===== config.mk =====
export PLATFORM = sky130hd
export DESIGN_NAME = hazard_unit
export DESIGN_NICKNAME = d
export VERILOG_FILES = /design/src/rtl/hazard_unit.sv
export SDC_FILE = /design/constraint.sdc
export NUM_CORES = 1
export LEC_CHECK = 0
export CORE_MARGIN = 4
export CORE_UTILIZATION = 51
export DETAILED_ROUTE_END_ITERATION = 8
export GPL_TIMING_DRIVEN = 0
export PLACE_DENSITY = 0.86
export SLEW_MARGIN = 20
export SYNTH_ARGS = -nofsm -noshare
export SYNTH_HDL_FRONTEND = slang
export SYNTH_SLANG_ARGS = --single-unit

===== constraint.sdc =====
create_clock -name CLK -period 5.8 [get_ports CLK]
set_input_delay 0.87 -clock CLK [delete_from_list [all_inputs] [get_ports CLK]]
set_output_delay 0.87 -clock CLK [all_outputs]
set_load 0.02 [all_outputs]

===== src/rtl/hazard_unit.sv =====
// Pipeline hazard control: stall/flush decisions for a 5-stage pipeline,
// a small RUN/DWAIT/HALTED FSM and performance counters.
package hazard_pkg;
    typedef enum logic [1:0] {
        NO_STALL   = 2'd0,
        IFID_STALL = 2'd1,
        IDEX_STALL = 2'd2,
        FULL_STALL = 2'd3
    } pipe_stall_t;
endpackage

module hazard_unit
    import hazard_pkg::*;
(
    input  logic        CLK,
    input  logic        nRST,
    input  logic        ihit,
    input  logic        dhit,
    input  logic        exmem_dREN,
    input  logic        exmem_dWEN,
    input  logic        idex_dREN,
    input  logic [4:0]  idex_rd,
    input  logic [4:0]  ifid_rs,
    input  logic [4:0]  ifid_rt,
    input  logic        ifid_uses_rt,
    input  logic        idex_branch_taken,
    input  logic        ifid_jump,
    input  logic        memwb_halt,
    output pipe_stall_t pipe_stall,
    output logic        ifid_FLUSH,
    output logic        idex_FLUSH,
    output logic        exmem_FLUSH,
    output logic        memwb_FLUSH,
    output logic        pc_wen,
    output logic        halt,
    output logic [31:0] stall_cycles,
    output logic [15:0] flush_count,
    output logic [15:0] dmiss_count
);

    typedef enum logic [1:0] {
        RUN    = 2'd0,
        DWAIT  = 2'd1,
        HALTED = 2'd2
    } state_t;

    state_t      state_r;
    state_t      next_state_s;
    pipe_stall_t pipe_stall_s;
    logic        pc_wen_s;
    logic        ifid_flush_s;
    logic        idex_flush_s;
    logic        dmem_busy_s;
    logic        load_use_s;
    logic        halt_r;
    logic [31:0] stall_cycles_r;
    logic [15:0] flush_count_r;
    logic [15:0] dmiss_count_r;

    assign dmem_busy_s = (exmem_dREN | exmem_dWEN) & ~dhit;
    assign load_use_s  = idex_dREN & (idex_rd != 5'd0) &
                         ((idex_rd == ifid_rs) | (ifid_uses_rt & (idex_rd == ifid_rt)));

    // Priority decode of stall/flush controls and next state; reset forces a full stall.
    always_comb begin
        pipe_stall_s = FULL_STALL;
        pc_wen_s     = 1'b0;
        ifid_flush_s = 1'b0;
        idex_flush_s = 1'b0;
        next_state_s = state_r;
        if (!nRST) begin
            next_state_s = RUN;
        end else if (state_r == HALTED) begin
            next_state_s = HALTED;
        end else if (memwb_halt) begin
            next_state_s = HALTED;
        end else if (dmem_busy_s) begin
            next_state_s = DWAIT;
        end else begin
            next_state_s = RUN;
            if (idex_branch_taken) begin
                pipe_stall_s = NO_STALL;
                pc_wen_s     = 1'b1;
                ifid_flush_s = 1'b1;
                idex_flush_s = 1'b1;
            end else if (load_use_s) begin
                pipe_stall_s = IDEX_STALL;
            end else if (!ihit) begin
                pipe_stall_s = IFID_STALL;
            end else begin
                pipe_stall_s = NO_STALL;
                pc_wen_s     = 1'b1;
                ifid_flush_s = ifid_jump;
            end
        end
    end

    // State, sticky halt flag and performance counters.
    always_ff @(posedge CLK or negedge nRST) begin
        if (!nRST) begin
            state_r        <= RUN;
            halt_r         <= 1'b0;
            stall_cycles_r <= 32'd0;
            flush_count_r  <= 16'd0;
            dmiss_count_r  <= 16'd0;
        end else begin
            state_r <= next_state_s;
            halt_r  <= (next_state_s == HALTED);
            if ((pipe_stall_s != NO_STALL) && (state_r != HALTED)) begin
                stall_cycles_r <= stall_cycles_r + 32'd1;
            end
            if ((ifid_flush_s | idex_flush_s) && (flush_count_r != 16'hFFFF)) begin
                flush_count_r <= flush_count_r + 16'd1;
            end
            // Only a fresh miss out of RUN counts; lingering in DWAIT does not.
            if ((state_r == RUN) && (next_state_s == DWAIT) && (dmiss_count_r != 16'hFFFF)) begin
                dmiss_count_r <= dmiss_count_r + 16'd1;
            end
        end
    end

    assign pipe_stall   = pipe_stall_s;
    assign pc_wen       = pc_wen_s;
    assign ifid_FLUSH   = ifid_flush_s;
    assign idex_FLUSH   = idex_flush_s;
    assign exmem_FLUSH  = 1'b0;
    assign memwb_FLUSH  = 1'b0;
    assign halt         = halt_r;
    assign stall_cycles = stall_cycles_r;
    assign flush_count  = flush_count_r;
    assign dmiss_count  = dmiss_count_r;

endmodule

# Yosys cells after proc, flatten, opt, wreduce, memory -nomap -nowiden
# Index checks and enable logic that the tools add are counted.
[totals]
out_inout_bits = 72
memories = 0
mem_bits_rw = 0
inputBits = 26
register_bits = 67
mem_bits_ro = 0
latch_bits = 0
[classes]
eq_ne = 8
bitwise_logic = 8
n_reduce_logical = 7
div_mod_pow = 0
n_mux = 30
magnitude_cmp = 0
addsub = 3
mul = 0
shifts = 0
[op_table]
columns = ["op", "count"]
rows = [
  ["16-bit by 1-bit adder with 16-bit output, second input constant", 2],
  ["32-bit by 1-bit adder with 32-bit output, second input constant", 1],
  ["16-bit inequality test, second input constant", 2],
  ["1-bit two-way mux", 21],
  ["2-bit two-way mux", 9],
  ["5-bit == test", 2],
  ["5-bit nonzero test", 1],
  ["1-bit AND", 4],
  ["2-bit == test, second input constant", 2],
  ["1-bit logical AND", 4],
  ["1-bit bitwise OR", 3],
  ["2-bit by 1-bit == test with 1-bit output, second input constant", 1],
  ["2-bit logical NOT", 1],
  ["2-bit inequality test, second input constant", 1],
  ["2-bit nonzero test", 1],
  ["1-bit NOT", 1],
]

# Longest topological paths before layout
# Gate-level depths: netlist of run 1.
[logic_depth]
ltp_word = 12
ltp_mapped = 8

# Worst setup path before layout of run 1
# Ideal clock, no wire load.
[synth_timing]
kind = "input to output"
startpoint = "in idex_rd[1]"
endpoint = "out pc_wen"
path_buffers = 0
required_ns = 4.930
stages = 3
setup_slack_ns = 2.894
t_arrival_ns = 2.036
cell_sequence = "or4_1 -> o21a_1 -> a31oi_1"
[synth_via]
elab_chain_cells = 10
word_cells_on_any_way = 13
[synth_rtl]
columns = ["element", "line_no", "rtl"]
rows = [
  ["start: declaration", "22", "input logic [4:0] idex_rd,"],
  ["5-bit == test", "62", "((idex_rd == ifid_rs) | (ifid_uses_rt & (idex_rd == ifid_rt)));"],
  ["1-bit AND", "62", ""],
  ["1-bit bitwise OR", "62", ""],
  ["1-bit AND (*)", "61", "assign load_use_s = idex_dREN & (idex_rd != 5'd0) &"],
  ["1-bit two-way mux (*)", "86", "end else if (load_use_s) begin"],
  ["1-bit two-way mux (*)", "81", "if (idex_branch_taken) begin"],
  ["1-bit two-way mux (*)", "77", "end else if (dmem_busy_s) begin"],
  ["1-bit two-way mux (*)", "75", "end else if (memwb_halt) begin"],
  ["1-bit two-way mux (*)", "73", "end else if (state_r == HALTED) begin"],
  ["1-bit two-way mux (*)", "71", "if (!nRST) begin"],
  ["end: declaration", "34", "output logic pc_wen,"],
]
# Mark *: on every way between the ends. The rest lies on a longest branch, timed or not.

# Worst setup path after layout of run 1
[layout_timing]
startpoint = "in idex_rd[1]"
endpoint = "out ifid_FLUSH"
[layout_via]
elab_chain_cells = 10
word_cells_on_any_way = 13
[layout_rtl]
columns = ["element", "line_no", "rtl"]
rows = [
  ["5-bit == test", "62", ""],
  ["1-bit AND", "62", ""],
  ["1-bit bitwise OR", "62", ""],
  ["1-bit AND (*)", "61", ""],
  ["1-bit two-way mux (*)", "86", ""],
  ["1-bit two-way mux (*)", "81", ""],
  ["1-bit two-way mux (*)", "77", ""],
  ["1-bit two-way mux (*)", "75", ""],
  ["1-bit two-way mux (*)", "73", ""],
  ["1-bit two-way mux (*)", "71", ""],
  ["end: declaration", "30", "output logic ifid_FLUSH,"],
]
# Marks and branches as above.

==> run_results.csv, run 1 <==
group,metric,value,unit
cts,clkSinkCount,67,
global_route,grt_max_degree,39,
synth,yosys-top-cells-count,"dfrtp_1, xnor2_1, nand3_1",
final_layout,nets,444,
critical_path,critPathTopFamily,"buffers and inverters",
critical_path,cp_slowest_cell,"clkdlybuf4s50_1",
floorplanning,rows,29,
final_layout,multi_input_area,1550,um2
final_layout,seq_area,1680,um2
worst_hold_path,holdPathStages,1,
critical_path,critPathBufInv,3,
power,p_leak,0.00197,uW
global_route,track_usage,21.3,%
critical_path,critPathLaunchType,"primary input",
critical_path,cp.required,4.93,ns
worst_hold_path,min_delay_worst_endpoint,"stall_cycles[31]",
cts,clk_latency,0.33,ns
power,switching_share,31.8,%
floorplanning,io_pins,98,
power,switching_power,407,uW
global_route,grt_pass1_vias,2721,
synth,yosysWarnings,0,
sta,hold_violations,0,
synth,ys_types,37,
floorplanning,core_area,6310,um2
floorplanning,start_util,52.3,%
detailed_routing,wl_per_cell,15.5,um
outcome,status,"finished clean",
power,p_seq_share,45.0,%
critical_path,r2r_setup_slack,3.64,ns
sta,fin_crit_sh,70.2,%
final_layout,final_layout_size_suffix_gt1_share,8.33,%
place,dp_hpwl,5680,um
sta,min_period,4.07,ns
synth,synth_top_cell_by_area,"dfrtp_1",
synth,synth_top_area_share,50.8,%
cts,h-tree-depth,3,
critical_path,end_kind,"output port",
synth,async_flop_share,100,%
sta,finalClockSkew,0.0147,ns
synth,post-synth-top-count-cell,"dfrtp_1",
flow_run,maxCapViolations,0,
cts,ctsHoldBuffers,0,
synth,synth_edf_count,0,
detailed_routing,drc,0,
synth,syn_area,3300,um2
global_route,grt_overflow_total,0,
global_route,antenna_found_initial,0,
power,p_int,873,uW
cts,cts_buffers,9,
sta,final_max_slew_viol_count,0,
critical_path,reg2reg_to,"dmiss_count[1]",
sta,holdWs,0.471,ns
place,place_congestion,0.813,
detailed_routing,num_vias,2706,
cts,cts_buffer_depth,2,
final_layout,diodes,0,
detailed_routing,routed_wl,7730,um
critical_path,path_common_cell,"clkdlybuf4s50_1",
place,dp_slack,1.74,ns
sta,clock.fmax,246,MHz
detailed_routing,routed_via_density,5.44,
critical_path,reg2reg_from,"dmiss_count[3]",
synth,synth_cells,307,
synth,avgSynthCellArea,10.8,um2
final_layout,n_fill_cell,476,
power,ir_drop,0.185,mV
sta,tns,0,ns
final_layout,syn_to_final_growth,38.0,%
critical_path,cp_max_fo,5,
synth,seq_area_frac_synth,50.8,%
critical_path,worstSetupPathType,"primary input to output port",
floorplanning,die_x,88.5,um
worst_hold_path,hp-class,"flip-flop to flip-flop",
sta,setup_viol,0,
critical_path,path_cells,"clkdlybuf4s50_1 -> or4_1 -> o21a_1 -> a21oi_1 -> or2_1 -> buf_2 -> clkdlybuf4s50_1",
cts,root_buffer,"clkbuf_8",
power,power_frac_clock,28.8,%
worst_hold_path,hold_start,"stall_cycles[31]",
critical_path,cp_slowest_stage_delay,0.63,ns
detailed_routing,drt-initial-drc-count,109,
cts,clk_pin_slew,0.07,ns
sta,setup_slack,1.73,ns
floorplanning,dieArea,7830,um2
global_route,grt_pass1_wl,13100,um
critical_path,arrival,3.20,ns
floorplanning,die_h,88.5,um
place,io_buffer_count,95,
detailed_routing,drt-pass1-iter-count,4,
synth,synth_ff_type,"dfrtp_1",
cts,post_cts_buffers,0,
synth,yosys-top-cells-area,"dfrtp_1, xnor2_1, nand3_1",
power,power_density,281,nW/um2
cts,tritoncts,"done",
cts,cts_resized,0,
detailed_routing,ant_nets,0,
power,p_comb_share,26.2,%
sta,rsz0062_at_grt,"no",
critical_path,ff2ff_path_depth,7,
synth,synth-seq-cells,67,
[layout by cell type, fill, tap and decap left out, drive strengths merged, types with 5 or more instances in the layout]
cell           instances
nand4                 24
and4                  10
nand3                 32
xnor2                 55
dfrtp                 67
xor2                  13
nor2                  15
clkdlybuf4s50         94
buf                   10
clkbuf                15
and3                  17
nor3                   6
inv                    5
nand2                 18
[flip-flops by register name, indices dropped and copies added (netlist names)]
signal	count
stall_cycles	32
flush_count	16
state_r	2
halt	1
dmiss_count	16
[power groups by stage]
stage | registers [uW] | clock network [uW] | logic (uW)
after floorplan | 628 | 0 | 119
after detailed placement | 583 | 0 | 336
after global routing | 585 | 396 | 365
after CTS | 575 | 374 | 338
after global placement | 582 | 0 | 327
final | 576 | 369 | 335
[through the flow]
| step | util (%) | total power, uW | cells | cell area [um2] |
|---|---|---|---|---|
| after floorplan | - | 748 | 308 | 3310 |
| after global placement | 68.9 | 908 | 480 | 4350 |
| after detailed placement | 69.2 | 918 | 481 | 4370 |
| after CTS | 72.2 | 1290 | 497 | 4560 |
| after global routing | 72.2 | 1350 | 497 | 4560 |
| final | 72.2 | 1280 | 497 | 4560 |
[logic make-up (layout without fill, tap and decap cells)]
| kind of cell | Yosys count | in the layout | synth area share, % |
|---|---|---|---|
| xor gates and xnor gates | 68 | 68 | 18.0 |
| other | 1 | 2 | 0.114 |
| and+or+nand+nor | 133 | 133 | 22.9 |
| muxes | 5 | 5 | 1.67 |
| DFF | 67 | 67 | 50.8 |
| AOI/OAI and AO/OA | 13 | 13 | 2.96 |
| buffers and inverters | 17 | 129 | 2.39 |
| adders and majority gates | 3 | 3 | 1.14 |
[worst max path at each step]
stage                          start    endpoint  cells after the start  slack, ns
after global routing      idex_rd[1]  ifid_FLUSH                      7       1.62
after global placement          nRST  ifid_FLUSH                      6      -0.40
final                     idex_rd[1]  ifid_FLUSH                      7       1.73
after detailed placement  idex_rd[1]  ifid_FLUSH                      7       1.74
after floorplan           idex_rd[1]      pc_wen                      3       2.89
after CTS                 idex_rd[1]  ifid_FLUSH                      7       1.73
[area by class of cell]
class / count / share of cell area (%)
repair buffers: 96 / 21.3
flip-flops and latches: 67 / 36.8
well taps: 77 / 2.11
inverters: 5 / 0.412
clock buffers: 11 / 2.88
clock inverters: 5 / 1.18
plain buffers: 12 / 1.32
multi-input cells: 224 / 34.0
[layer usage]
| layer | GRT usage [%] | wire length [um] | vias to the layer above |
|---|---|---|---|
| li1 | - | - | 1289 |
| met1 | 27.9 | 3330 | 1341 |
| met4 | 7.42 | 69 | 0 |
| met3 | 4.10 | 349 | 7 |
| met2 | 35.5 | 3970 | 69 |
| met5 | 0 | 0 | - |
Power figures use the tool's default switching activity.
==> run 2, diff against run 1 <==
--- a/config.mk
+++ b/config.mk
@@ -6,10 +6,10 @@
 export NUM_CORES = 1
 export LEC_CHECK = 0
 export CORE_MARGIN = 4
-export CORE_UTILIZATION = 51
+export CORE_UTILIZATION = 43
 export DETAILED_ROUTE_END_ITERATION = 8
 export GPL_TIMING_DRIVEN = 0
-export PLACE_DENSITY = 0.86
+export PLACE_DENSITY = 0.77
 export SLEW_MARGIN = 20
 export SYNTH_ARGS = -nofsm -noshare
 export SYNTH_HDL_FRONTEND = slang
==> constraint.sdc (replaced) <==
create_clock -name CLK -period 3.7 [get_ports CLK]
set_input_delay 0.555 -clock CLK [delete_from_list [all_inputs] [get_ports CLK]]
set_output_delay 0.555 -clock CLK [all_outputs]
set_load 0.02 [all_outputs]
==> run 2 against run 1 <==
- sequential power grew 56%
- global-route usage shrank 3.1 points
- via count shrank 1.8%
- count of clock-buffer cells in the layout shrank 2
- utilization shrank 9.4 points
- worst hold slack lost 0.31 ns
- total power grew 64%
- sequential cell count is the same
- clock skew shrank 0.0041 ns
- sequential share of layout area shrank 0.55 points
- design area grew 1.5%
- non-clock buffer count is the same
- critical path type unchanged
- critical endpoint unchanged
- largest cell class unchanged
- largest power group unchanged
- highest routed layer unchanged
==> run_results.csv, run 2 (synthesized netlist as in run 1, its figures left out) <==
group,metric,value,unit
critical_path,cp.required,3.14,ns
floorplanning,core_area,7370,um2
cts,cts_buffer_depth,2,
critical_path,worstSetupPathType,"primary input to output port",
floorplanning,rows,31,
final_layout,largest_reg_flops,32,
global_route,antenna_found_initial,0,
final_layout,nets,444,
cts,post_cts_buffers,0,
final_layout,stdcell_area,4620,um2
floorplanning,dieArea,9150,um2
final_layout,diodes,0,
cts,clk_latency,0.34,ns
critical_path,end_kind,"output port",
final_layout,n_fill_cell,609,
sta,clock.fmax,289,MHz
global_route,grt_pass1_vias,2669,
floorplanning,io_pins,98,
global_route,grt_max_degree,37,
sta,fin_crit_sh,93.5,%
floorplanning,die_h,95.6,um
critical_path,path_cells,"clkdlybuf4s50_1 -> or4_1 -> o21a_1 -> a21oi_1 -> or2_1 -> buf_2 -> clkdlybuf4s50_1",
critical_path,cp_max_fo,5,
critical_path,arrival,2.90,ns
detailed_routing,routed_wl,7710,um
global_route,track_usage,18.2,%
sta,finalClockSkew,0.0105,ns
detailed_routing,routed_via_density,5.12,
sta,setup_viol,0,
cts,cts_buffers,9,
cts,cts_resized,0,
place,io_buffer_count,95,
critical_path,cp_slowest_stage_delay,0.62,ns
global_route,grt_overflow_total,0,
critical_path,cp_slowest_cell,"clkdlybuf4s50_1",
place,place_area,4400,um2
place,dp_cells,503,
power,p_leak,0.00198,uW
place,dp_hpwl,5830,um
power,power_density,453,nW/um2
detailed_routing,wl_per_cell,14.8,um
final_layout,final_cell_mix,"clkdlybuf4s50_1, dfrtp_1, xnor2_1",
sta,tns,0,ns
cts,ctsHoldBuffers,0,
cts,h-tree-depth,3,
final_layout,seq_area,1680,um2
power,ir_drop,0.333,mV
detailed_routing,ant_nets,0,
power,design_power_total,2100,uW
sta,rsz0062_at_grt,"no",
global_route,grt_pass1_wl,12800,um
final_layout,final_cells,519,
final_layout,layout_commonest_cell,"clkdlybuf4s50_1",
detailed_routing,drt-pass1-iter-count,4,
detailed_routing,drt-initial-drc-count,116,
sta,hold_violations,0,
final_layout,syn_to_final_growth,40.1,%
cts,tritoncts,"done",
cts,root_buffer,"clkbuf_8",
place,place_congestion,0.781,
worst_hold_path,hp-class,"primary input to async pin",
final_layout,final_core_util,62.8,%
critical_path,path_common_cell,"clkdlybuf4s50_1",
critical_path,critPathLaunchType,"primary input",
sta,min_period,3.46,ns
flow_run,maxCapViolations,0,
outcome,status,"finished clean",
cts,clk_pin_slew,0.08,ns
cts,clkSinkCount,67,
floorplanning,die_x,95.6,um
detailed_routing,num_vias,2658,
floorplanning,start_util,44.8,%
final_layout,final_layout_size_suffix_gt1_share,8.81,%
final_layout,multi_input_area,1550,um2
sta,final_max_slew_viol_count,0,
detailed_routing,drc,0,
[run 2: cell types whose count changed in the layout (fill, tap and decap cells not counted)]
cell | before | now
clkinv_2 | 3 | 0
clkinvlp_4 | 0 | 1
clkbuf_1 | 6 | 4
bufinv_16 | 1 | 2
clkinv_4 | 1 | 4
[run 2: area by class of cell]
type | instances | share of cell area, %
buffer | 12 | 1.30
clock buffer | 9 | 2.68
clock inverter | 7 | 2.22
inverter | 5 | 0.406
multi-input combinational | 224 | 33.5
sequential | 67 | 36.3
tap | 99 | 2.68
timing repair buffer | 96 | 20.9
[run 2: where the power goes]
part / switching, uW / internal [uW] / total [uW]
clock: 289 / 384 / 672
sequential: 91.8 / 807 / 899
combinational: 274 / 252 / 525
total: 654 / 1440 / 2100
[run 2: routing by layer]
layer | vias up | wire (um) | global-route usage, %
met4 | 0 | 79 | 7.11
li1 | 1284 | - | -
met1 | 1314 | 3320 | 23.9
met2 | 53 | 4030 | 29.2
met3 | 7 | 278 | 4.03
met5 | - | 0 | 0
[run 2: path summary, 6_finish.rpt]
kind	start	endpoint	slack (ns)	cells past startpoint
min in group CLK	stall_cycles[31]	stall_cycles[31]	0.48	1
setup / recovery	idex_rd[1]	ifid_FLUSH	0.24	7
max in group asynchronous	nRST	flush_count[0]	3.00	2
hold / removal	nRST	stall_cycles[8]	0.16	1
hold reg to reg	stall_cycles[31]	stall_cycles[31]	0.48	1
setup reg to reg	dmiss_count[3]	dmiss_count[1]	1.51	7
[run 2: metrics by stage]
stage | hold slack (ns) | worst slack, ns
2_1_floorplan | 0.259 | 1.32
3_3_place_gp | 0.462 | -1.95
3_5_place_dp | 0.478 | 0.242
4_1_cts | 0.158 | 0.228
5_1_grt | 0.168 | 0.122
6_report | 0.157 | 0.241
[run 2: critical path, delay by kind of cell]
family                 cells  cell delay, ns
AO/OA/AOI/OAI              2            0.43
AND/OR/NAND/NOR            2            0.68
buffers and inverters      3            1.24
